$ cat src/rtl/wb_result_buffer.sv
`default_nettype none
// ============================================================================
// Module      : wb_result_buffer
// Description : Per-unit result FIFO between a multi-cycle execution unit's
//               result stage and the writeback mux. Completed results
//               (id, rd) are captured from the unit pipeline and held on the
//               writeback handshake (done/id/rd/ack) until acknowledged.
//
// Parameters  : DEPTH      - number of result entries (power of two, >= 2)
//               DATA_WIDTH - result data width
//               ID_WIDTH   - instruction id width
//
// Ports       : clk, rst    - clock, synchronous active-high reset
//               in_valid    - unit pushes a result this cycle
//               in_id/in_rd - id and data of the pushed result
//               in_ready    - buffer can accept a push (registered count only)
//               wb_done     - head result valid
//               wb_id/wb_rd - head id and data
//               wb_ack      - writeback consumed the head this cycle
//               occupancy   - number of stored entries
//               overflow    - sticky: push attempted while not ready
//
// Build macro : CVA5_WB_RESULT_BYPASS_EN - when defined, an empty buffer
//               forwards an incoming result straight to the wb_* outputs in
//               the same cycle; if it is acknowledged in that cycle it is
//               never stored.
//
// Revision    : 1.0 - initial release
// ============================================================================
module wb_result_buffer #(
    parameter int DEPTH      = 4,
    parameter int DATA_WIDTH = 32,
    parameter int ID_WIDTH   = 3
) (
    input  logic                     clk,
    input  logic                     rst,
    input  logic                     in_valid,
    input  logic [ID_WIDTH-1:0]      in_id,
    input  logic [DATA_WIDTH-1:0]    in_rd,
    output logic                     in_ready,
    output logic                     wb_done,
    output logic [ID_WIDTH-1:0]      wb_id,
    output logic [DATA_WIDTH-1:0]    wb_rd,
    input  logic                     wb_ack,
    output logic [$clog2(DEPTH):0]   occupancy,
    output logic                     overflow
);

    localparam int c_PTR_W = $clog2(DEPTH);
    localparam int c_CNT_W = c_PTR_W + 1;
    localparam logic [c_CNT_W-1:0] c_FULL = c_CNT_W'(DEPTH);
    localparam logic [c_CNT_W-1:0] c_ONE  = c_CNT_W'(1);
    localparam logic [c_PTR_W-1:0] c_PINC = c_PTR_W'(1);

    logic [ID_WIDTH-1:0]   r_mem_id [DEPTH];
    logic [DATA_WIDTH-1:0] r_mem_rd [DEPTH];
    logic [c_PTR_W-1:0]    r_rptr;
    logic [c_PTR_W-1:0]    r_wptr;
    logic [c_CNT_W-1:0]    r_count;
    logic                  r_overflow;

    logic w_not_empty;
    logic w_push;
    logic w_store;
    logic w_pop;

    assign w_not_empty = (r_count != '0);

    // Readiness depends only on the registered count: a full buffer refuses
    // a push even if the head is popped in the same cycle.
    assign in_ready = (r_count != c_FULL);
    assign w_push   = in_valid & in_ready;

    // Storage pops only when a stored entry is acknowledged; a bypassed
    // result never touches the pointers.
    assign w_pop = w_not_empty & wb_ack;

`ifdef CVA5_WB_RESULT_BYPASS_EN
    logic w_bypass;

    assign w_bypass = ~w_not_empty & in_valid;
    assign w_store  = w_push & ~(w_bypass & wb_ack);
    assign wb_done  = w_not_empty | w_bypass;
    assign wb_id    = w_bypass ? in_id : r_mem_id[r_rptr];
    assign wb_rd    = w_bypass ? in_rd : r_mem_rd[r_rptr];
`else
    assign w_store  = w_push;
    assign wb_done  = w_not_empty;
    assign wb_id    = r_mem_id[r_rptr];
    assign wb_rd    = r_mem_rd[r_rptr];
`endif

    assign occupancy = r_count;
    assign overflow  = r_overflow;

    // Data storage carries no reset; contents are only observed while the
    // count says they are valid.
    always_ff @(posedge clk) begin
        if (w_store) begin
            r_mem_id[r_wptr] <= in_id;
            r_mem_rd[r_wptr] <= in_rd;
        end
    end

    always_ff @(posedge clk) begin
        if (rst) begin
            r_rptr     <= '0;
            r_wptr     <= '0;
            r_count    <= '0;
            r_overflow <= 1'b0;
        end else begin
            if (w_store) begin
                r_wptr <= r_wptr + c_PINC;
            end
            if (w_pop) begin
                r_rptr <= r_rptr + c_PINC;
            end
            if (w_store && !w_pop) begin
                r_count <= r_count + c_ONE;
            end else if (!w_store && w_pop) begin
                r_count <= r_count - c_ONE;
            end
            if (in_valid && !in_ready) begin
                r_overflow <= 1'b1;
            end
        end
    end

endmodule
`default_nettype wire

$ cat config.mk
export PLATFORM = sky130hd
export DESIGN_NAME = wb_result_buffer
export DESIGN_NICKNAME = d
export VERILOG_FILES = /design/src/rtl/wb_result_buffer.sv
export SDC_FILE = /design/constraint.sdc
export NUM_CORES = 1
export LEC_CHECK = 0
export ABC_AREA = 0
export CELL_PAD_IN_SITES_DETAIL_PLACEMENT = 1
export CELL_PAD_IN_SITES_GLOBAL_PLACEMENT = 2
export CORE_ASPECT_RATIO = 1.4
export CORE_MARGIN = 2
export CORE_UTILIZATION = 36
export CTS_CLUSTER_SIZE = 8
export DETAILED_ROUTE_END_ITERATION = 8
export GPL_TIMING_DRIVEN = 0
export PLACE_DENSITY = 0.73
export SLEW_MARGIN = 20
export SYNTH_ARGS = -nofsm -noshare
export SYNTH_HDL_FRONTEND = slang
export SYNTH_SLANG_ARGS = --single-unit
$ cat constraint.sdc
create_clock -name clk -period 2.4 [get_ports clk]
set_input_delay 0.24 -clock clk [delete_from_list [all_inputs] [get_ports clk]]
set_output_delay 0.24 -clock clk [all_outputs]
set_load 0.01 [all_outputs]
==> flow_summary.toml <==
[outcome]
status = "finished clean"

[synth]
synth.top_cell.area_share_pct = 75.1
synth_cells = 235
synthesis.area_sq_mm = 0.00560
synthTopCellsByArea = "edfxtp_1, mux4_2, dfxtp_1"
yosys_register_bits = 150
synth_area_leader_cell = "edfxtp_1"
async_reset_ff_share_pct = 0
yosys_warnings = 0
synth_cell_types = 23
synth-edff-count = 140
ys_seq_area_share_pct = 78.6
synth_ff_type = "edfxtp_1"
syn_area_per_cell_sq_um = 23.8
syn_nets = 280

[routing]
routed_wl_um = 10500
firstDrtPassIters = 4
drc_errors = 0
drt_iter0_markers = 82
antenna_left = 0
vias = 2639
routed_via_density = 4.89
wl_per_cell_um = 19.4

[clock_tree]
postCtsHoldBufs = 0
clock_latency_ns = 0.41
ctsResizeCount = 8
post-cts-setup-buffers = 0
numCtsBuffers = 17
clockRootBuffer = "clkbuf_16"
cts.clk_slew.worst_paths_ns = 0.06
cts_tree = "yes"
ctsLongestPathBuffers = 2
cts-htree-levels = 4
cts.sinks = 150

[grt]
first_global_vias = 2943
grt_first_pass_wirelength_um = 16400
antenna_found_initial = 1
grt_max_degree = 26
grt_remaining_overflow = 0
track_usage_pct = 13.8

[sta]
worst_pin_slew_ns = 0.439
fin_skew_ns = 0.00893
layout_setup_ws_ns = 0.0826
min_period_over_period_pct = 96.6
fmax_ghz = 0.432
setup_violations = 0
finalHoldViolCount = 0
fin_crit_ns = 2.32
grt_setup_unrepaired = "no"
tns_ns = 0
drv_slew = 0
slew_headroom_pct = 70.4

[die]
rows = 53
core_area_sq_mm = 0.0151
fp.dieH_um = 152
io_pins = 80
initial_core_util_pct = 37.0
die_area_sq_mm = 0.0166
die_w_um = 109

[finish]
final_cells = 540
area_delta_synth_final_pct = 30.9
final_nets = 381
stdcell_area_sq_mm = 0.00733
final_common_cell = "edfxtp_1"
final_cell_mix = "edfxtp_1, clkdlybuf4s50_1, mux4_2, dlymetal6s2s_1, clkbuf_16"
antenna_cells = 0
drive_gt1_share_pct = 23.3

[placed_design]
place_congestion = 0.678
hpwl_um = 6720
dp_cells = 509
port_buffers = 78
dpl_cell_area_sq_mm = 0.00671
place_ws_ns = -0.190

[worst_hold_path]
min_path_cells = 2
min_path_type = "input port to register"
min_from = "rst"
whs_endpoint = "occupancy[0]"

[critical_path]
end_kind = "primary output"
path_max_fanout = 10
r2r_slack_ns = 0.23
worst_setup_path_start_kind = "register"
r2r-end = "occupancy[2]"
r2r_cells = 8
required_ns = 2.16
criticalPathCategory = "register to primary output"
timing.rr.start = "occupancy[2]"
arrival_ns = 2.08

[power_and_ir_drop]
leakage_nw = 2.55
vdd_drop_max_uv = 469
power-per-cell-area_mw_per_mm2 = 1060

[job]
drv_cap = 0
## logic make-up (layout without fill, tap and decap cells)
group	count (synthesis)	after routing	share of synthesized area [%]
simple gates	17	17	1.70
mux	37	37	14.7
flops	150	150	78.6
compound gates	7	7	0.827
fa+ha+maj	6	6	1.47
buf+inv	14	127	2.03
xor+xnor	4	4	0.625
## state kept, by name, summed over array words and instances, names as in the netlist, named ones only
signal	flops
occupancy	3
r_mem_id	12
r_mem_rd	128
r_rptr	2
overflow	1
r_wptr	2
## per-stage QoR
step                      power, mW  utilization (%)  hold WS, ns
final                          7.79             48.5        0.211
after global routing           8.16             48.5        0.253
after CTS                      7.98             48.2        0.210
after detailed placement       5.44             44.4        0.460
after global placement         5.37             43.8        0.465
after floorplan                4.44                -        0.339
## how the worst max path moves through the flow
stage                            start        endpoint  slack, ns  cells past startpoint
final                         register       wb_rd[10]       0.08                      4
after global routing          register        wb_rd[9]     0.0005                      4
after CTS                     register       wb_rd[24]      0.005                      4
after detailed placement      in_valid    occupancy[2]      -0.19                      9
after global placement        in_valid  r_mem_rd[0][3]      -0.75                      4
after floorplan           occupancy[0]  r_mem_id[2][0]       0.24                      3
## power by group
part / internal (mW) / leakage [nW] / switching, mW
sequential: 3.15 / 1.37 / 0.101
clock: 1.52 / 0.265 / 0.990
combinational: 1.17 / 0.920 / 0.857
## area by class of cell
cell class	instances	area (sq um)
inverters	5	18.8
repair buffers	82	907
flip-flops and latches	150	4410
clock inverters	12	131
multi-input cells	71	1090
plain buffers	9	106
fillers	1390	7790
well taps	192	240
clock buffers	19	433
## cell usage after synthesis, types with 2 or more instances
library cell / number
nand2b_1: 2
nor2_1: 7
xor2_1: 4
ha_1: 5
buf_2: 3
or3_1: 3
mux4_1: 4
o21ai_0: 2
a21oi_1: 3
inv_1: 5
and2_1: 4
mux2i_1: 2
buf_12: 3
mux4_2: 31
edfxtp_1: 140
dfxtp_1: 10
## per-layer routing
metal | routed length (um) | track usage (%)
met5 | 13 | 0
met2 | 5680 | 24.0
met1 | 4100 | 16.0
met4 | 159 | 4.75
met3 | 510 | 4.53
## worst max-delay path: stages, from the launching register on
cell and delay [ns]:
dfxtp_1 0.34, buf_8 0.16, buf_12 0.16, mux4_2 0.51, clkdlybuf4s50_1 0.49
(Power assumes the default switching activity.)
